$ cat config.mk
export PLATFORM = sky130hd
export DESIGN_NAME = dff_reg_arbiter
export DESIGN_NICKNAME = d
export VERILOG_FILES = /design/src/rtl/dff_reg_arbiter.sv
export SDC_FILE = /design/constraint.sdc
export NUM_CORES = 1
export LEC_CHECK = 0
export CAP_MARGIN = 20
export CORE_MARGIN = 3
export CORE_UTILIZATION = 37
export CTS_CLUSTER_DIAMETER = 200
export DETAILED_ROUTE_END_ITERATION = 10
export PLACE_DENSITY = 0.86
export SLEW_MARGIN = 20
export SYNTH_ARGS = -nofsm -noshare
export SYNTH_HDL_FRONTEND = slang
export SYNTH_SLANG_ARGS = --single-unit
$ cat constraint.sdc
create_clock -name clk -period 2.2 [get_ports clk]
set_input_delay 0.55 -clock clk [delete_from_list [all_inputs] [get_ports clk]]
set_output_delay 0.55 -clock clk [all_outputs]
set_load 0.05 [all_outputs]
$ cat src/rtl/dff_reg_arbiter.sv
// dff_reg_arbiter: round-robin owner arbitration and write sequencing for a
// shared W-bit register.
//
// Requesters raise req[i] to ask for ownership. In IDLE the first set request
// at or after the round-robin pointer is granted. The owner may then load the
// register with its wr_data slice while holding req. Dropping req releases the
// grant and moves the pointer past the owner. Consecutive grants are always
// separated by one IDLE cycle.
//
// Optional feature, compile macro DFF_ARB_TIMEOUT_EN: a watchdog revokes a
// grant that has been held for MAX_HOLD cycles and pulses timeout for one
// cycle. With the macro undefined, grants last until release and timeout is 0.
//
// Ports:
//   clk      clock, rising edge
//   rst      synchronous active-low reset
//   req      [N]    ownership request per requester
//   wr_en    [N]    write strobe per requester (only the owner's is honoured)
//   wr_data  [N*W]  requester i data at [i*W +: W]
//   gnt      [N]    registered one-hot grant, zero when idle
//   q        [W]    shared register contents
//   busy            high while a grant is active
//   timeout         one-cycle pulse after a watchdog revocation
module dff_reg_arbiter #(
  parameter int unsigned N        = 4,
  parameter int unsigned W        = 8,
  parameter int unsigned MAX_HOLD = 16
) (
  input  logic           clk,
  input  logic           rst,
  input  logic [N-1:0]   req,
  input  logic [N-1:0]   wr_en,
  input  logic [N*W-1:0] wr_data,
  output logic [N-1:0]   gnt,
  output logic [W-1:0]   q,
  output logic           busy,
  output logic           timeout
);

  localparam int unsigned IdxW = (N > 1) ? $clog2(N) : 1;

  // Elaboration-time parameter sanity checks.
  if (N < 2 || N > 8) begin : g_bad_n
    $error("dff_reg_arbiter: N must be in 2..8");
  end
  if (MAX_HOLD < 2) begin : g_bad_hold
    $error("dff_reg_arbiter: MAX_HOLD must be at least 2");
  end

  typedef enum logic [0:0] {StIdle, StGrant} state_e;

  state_e          state_q, state_d;
  logic [IdxW-1:0] owner_q, owner_d;
  logic [IdxW-1:0] ptr_q, ptr_d;
  logic [N-1:0]    gnt_q, gnt_d;
  logic [W-1:0]    q_q, q_d;
  logic [IdxW-1:0] owner_next;

`ifdef DFF_ARB_TIMEOUT_EN
  localparam int unsigned HoldW = $clog2(MAX_HOLD);
  // hold_q counts completed grant cycles; it reads MAX_HOLD-1 during the
  // MAX_HOLD-th cycle, whose closing edge revokes the grant.
  logic [HoldW-1:0] hold_q, hold_d;
  logic             timeout_q, timeout_d;
`endif

  // Round-robin search: first set request starting at ptr_q, wrapping mod N.
  logic            found;
  logic [IdxW-1:0] pick;
  always_comb begin
    int unsigned idx;
    found = 1'b0;
    pick  = '0;
    idx   = 0;
    for (int unsigned i = 0; i < N; i++) begin
      idx = (32'(ptr_q) + i) % N;
      if (!found && req[idx]) begin
        found = 1'b1;
        pick  = IdxW'(idx);
      end
    end
  end

  // Pointer value that skips past the current owner.
  assign owner_next = (owner_q == IdxW'(N - 1)) ? '0 : owner_q + IdxW'(1);

  always_comb begin
    state_d = state_q;
    owner_d = owner_q;
    ptr_d   = ptr_q;
    gnt_d   = gnt_q;
    q_d     = q_q;
`ifdef DFF_ARB_TIMEOUT_EN
    hold_d    = hold_q;
    timeout_d = 1'b0;
`endif
    case (state_q)
      StIdle: begin
        if (found) begin
          state_d     = StGrant;
          owner_d     = pick;
          gnt_d       = '0;
          gnt_d[pick] = 1'b1;
`ifdef DFF_ARB_TIMEOUT_EN
          hold_d = '0;
`endif
        end
      end
      StGrant: begin
        // The owner's write is accepted even in the cycle it loses the grant.
        if (wr_en[owner_q]) begin
          q_d = wr_data[owner_q*W +: W];
        end
        if (!req[owner_q]) begin
          state_d = StIdle;
          gnt_d   = '0;
          ptr_d   = owner_next;
`ifdef DFF_ARB_TIMEOUT_EN
        end else if (hold_q == HoldW'(MAX_HOLD - 1)) begin
          state_d   = StIdle;
          gnt_d     = '0;
          ptr_d     = owner_next;
          timeout_d = 1'b1;
        end else begin
          hold_d = hold_q + HoldW'(1);
`endif
        end
      end
      default: begin
        state_d = StIdle;
        gnt_d   = '0;
      end
    endcase
  end

  always_ff @(posedge clk) begin
    if (!rst) begin
      state_q <= StIdle;
      owner_q <= '0;
      ptr_q   <= '0;
      gnt_q   <= '0;
      q_q     <= '0;
`ifdef DFF_ARB_TIMEOUT_EN
      hold_q    <= '0;
      timeout_q <= 1'b0;
`endif
    end else begin
      state_q <= state_d;
      owner_q <= owner_d;
      ptr_q   <= ptr_d;
      gnt_q   <= gnt_d;
      q_q     <= q_d;
`ifdef DFF_ARB_TIMEOUT_EN
      hold_q    <= hold_d;
      timeout_q <= timeout_d;
`endif
    end
  end

  assign gnt  = gnt_q;
  assign q    = q_q;
  assign busy = |gnt_q;
`ifdef DFF_ARB_TIMEOUT_EN
  assign timeout = timeout_q;
`else
  assign timeout = 1'b0;
`endif

endmodule

# [Word-level counts from Yosys, hierarchy flattened]
# Index checks and enable logic that the tools add are counted.
[totals] elab_cells=63 regBits=17 in_bits=42
[op_classes] mux=29 shift=1 order_cmp=7 n_reduce_logical=12 n_eq_ne=3 bitwise=2 add_sub_neg=4
[op_table] cell="$shiftx A32 B6 Y8" count=1
[op_table] cell="$lt A2 B3 Y1 const B" count=6
[op_table] cell="$mux W1" count=13
[op_table] cell="$bmux W1 S2" count=6
[op_table] cell="$mux W2" count=5
[op_table] cell="$mux W4" count=2
[op_table] cell="$pmux W4 S2" count=1
[op_table] cell="$reduce_and A2 Y1" count=4
[op_table] cell="$add A2 B1 Y2 const B" count=2
[op_table] cell="$add A2 B2 Y2 const B" count=2
[op_table] cell="$logic_and A1 B1 Y1" count=4
[op_table] cell="$ne A2 B2 Y1 const B" count=2
[op_table] cell="$reduce_or A4 Y1" count=1
[op_table] cell="$logic_not A1 Y1" count=3
[op_table] cell="$demux W1 S2" count=1
[op_table] cell="$eq A2 B2 Y1 const B" count=1
[op_table] cell="$ge A2 B1 Y1 const B" count=1
[op_table] cell="$not A1 Y1" count=2
[op_table] cell="$pmux W1 S2" count=1

# [Logic depth before layout (Yosys ltp)]
[depth] depth_word=18 mapped_depth=5 mapped_depth_nobuf=4

# [Worst setup path before layout]
# Ideal clock, no wire load.
[synth_path] path_kind="reg-to-output" start="reg gnt_q[1], in the netlist gnt[1]" end="out busy" arrival_time_ns=1.295 setup_slack_ns=0.355 path_stages_with_launch=2 path_buffers=0 path_cell_list="dfxtp_1 > or4_1"
[synth_between] elab_chain_cells=1
[synth_lines] item="start, declared" line="55" text="logic [N-1:0] gnt_q, gnt_d;"
[synth_lines] item="start signal, assigned" line="151" text="gnt_q <= gnt_d;"
[synth_lines] item="$reduce_or A4 Y1" line="162" text="assign busy = |gnt_q;"
[synth_lines] item="end, declared" line="36" text="output logic busy,"
# Every way passes these cells.

# [Worst setup path in the final report]
[layout_path] start="reg gnt_q[2], in the netlist gnt[2]" end="out gnt[2]"
[layout_rtl] item="end, declared" line="34" text="output logic [N-1:0] gnt,"
# No word-level cell between the ends.

==> flow_summary.yaml <==
outcome:
  outcome: "complete, no violations"
floorplanning:
  dieArea_mm2: 0.00326
  rows: 17
  die_x_um: 57.1
  core_mm2: 0.00234
  num_io_pins: 56
  initial_core_util: 0.413
  die_y_um: 57.1
sta:
  tns_ps: 0
  rsz0062_at_grt: "no"
  hold_viol: 0
  fin_crit_sh: 0.925
  fmax_mhz: 491
  setup_violations: 0
  relSlewSlack: 0.657
  worstMarginPinSlew_ps: 512
  min_period_ps: 2040
  drv_slew: 0
  fin_skew_ps: 6.84
cts:
  post-cts-setup-buffer-count: 0
  clockBufferDepth: 2
  h-tree-depth: 1
  path_clk_slew_ps: 90
  cts-root-buf: "clkbuf_4"
  cts_buffers: 3
  cts_tree: "built"
  cts.sinks: 17
  holdBufCountCts: 0
  post_cts_resized: 0
  clk_latency_ps: 280
worst_setup_path:
  crit_path_end_kind: "output pin"
  crit_chain: "clkdlybuf4s50_1"
  setup.worst_path.start_class: "flop"
  crit_arrival_ps: 1490
  critPathRequiredTime_ps: 1650
  critical_path_class: "reg2out"
  crit_family: "buffers and inverters"
  cp_slowest_stage_delay_ps: 820
  crit_path_top_delay_cell: "clkdlybuf4s50_1"
  critPathMaxFanout: 3
  cp_num_buf_inv: 1
cells_and_area:
  fin_nets: 193
  area_delta_synth_final_pct: 64.7
  num_antenna_cells: 0
  drive_gt1_frac: 0.168
  layout_commonest_cell: "clkdlybuf4s50_1"
  mostFrequentLayoutCells: "clkdlybuf4s50_1, dfxtp_1, nor2_1, mux4_2, mux2i_1"
logic_synthesis:
  synth_top_cells_by_area: "dfxtp_1, mux4_2, mux2i_1"
  yosysUniqueCellTypes: 30
  yosysSeqAreaShare: 0.352
  synth-seq-cells: 17
  synth_area_um2: 967
  synthesis.nets: 132
  yosysWarnings: 0
  avgSynthCellArea_um2: 10.9
  yosysTopAreaCell: "dfxtp_1"
  synth_top_area_share: 0.352
  synthCells: 89
routing:
  route.met2.wl_um: 1190
  routed_wl_um: 2700
  dr.pass1.iters: 4
  drt-met1-wl_um: 1220
  via_per_inst: 5.38
  routed.top_layer: "met3"
  drtAntennaViolNets: 0
  met3_length_um: 300
  drt_iter0_drc: 28
  drc_errors: 0
  routedWlPerCell_um: 15.3
  via_count: 953
power_and_ir_drop:
  p_leak_uw: 0.000628
  p_int_uw: 579
  pwr-share-comb: 0.397
  power_uw: 845
  ir_worst_vdd_mv: 0.457
  p_per_area_mw_per_mm2: 531
  pwr-share-seq: 0.417
  switchingPower_uw: 266
  netSwitchingFraction: 0.315
  power.share.clock: 0.186
placement:
  portBuffers: 54
  hpwlAfterDp_um: 2230
  gp_congestion: 0.918
run:
  timing.max_cap.violations: 0
grt:
  grt_pass1_vias: 965
  grt_antenna_before_repair: 0
  grt_overflow: 0
  grt_pass1_wl_um: 4400
  track_usage: 0.171
  grt_max_degree: 13
worst_hold_path:
  min_path_type: "reg2reg"
[cell type report]
cell class              instances  area [um^2]
clock buffers                   4         26.3
repair buffers                 61          591
fillers                       178          747
well taps                      28         35.0
inverters                       2         7.51
flip-flops and latches         17          340
multi-input cells              65          593
[registers in the layout (all words and copies together) (netlist names)]
name and count:
ptr_q 2, gnt 4, state_q 1, q 8, owner_q 2
[logic make-up (layout without fill, tap and decap cells)]
kind of cell	after synthesis	after routing	synth area share
compound gates	16	16	0.123
fa+ha+maj	1	1	0.0129
buf+inv	7	67	0.0349
flops	17	17	0.352
mux	19	19	0.326
other cells	1	1	0.00388
simple gates	28	28	0.147
[metal layers]
metal,vias up,global-route usage
met1,431,0.230
li1,464,-
met5,-,0
met4,0,0.0397
met3,0,0.0498
met2,58,0.272
[worst paths after layout]
kind	start	end	slack, ps	cells past startpoint
setup / recovery	gnt[2]	gnt[2]	160	1
hold / removal	ptr_q[0]	ptr_q[0]	500	2
setup reg to reg	owner_q[0]	gnt[1]	520	4
hold reg to reg	ptr_q[0]	ptr_q[0]	500	2
[metrics by stage]
step                setup slack (ps)  cells  instance area [um^2]  utilization  hold WS, ps
finish                           165    177                  1590        0.681          497
global placement                67.9    173                  1570        0.670          476
detailed placement              13.6    173                  1570        0.670          479
floorplan                        355     89                   967            -          456
CTS                              159    177                  1590        0.681          495
global route                     113    177                  1590        0.681          511
[cells in the mapped netlist, drive strengths merged]
cell type and n:
o221ai 1, a21oi 5, o2bb2ai 1, buf 4, or2 1, o22ai 1
nand2 6, dfxtp 17, mux4 10, nand2b 2, o22a 1, a32o 4
nor3 1, o41ai 1, nor2 12, conb 1, ha 1, nor4 1
clkbuf 1, o21a 1, inv 2, or3 1, and3 1, or4 1
mux2i 9, nand3 2, o21ai 1
[tightest hold or removal path, cell delays in order (launching register included)]
cell and delay [ps]:
dfxtp_1 340, nand3_1 70, o41ai_1 60
[power by group through the flow]
stage	Clock, uW	Combinational (uW)	Sequential, uW
after global routing	179	359	357
final	157	336	353
after detailed placement	0	336	360
after global placement	0	329	358
after floorplan	0	143	407
after CTS	165	337	353
(Power assumes the default switching activity.)
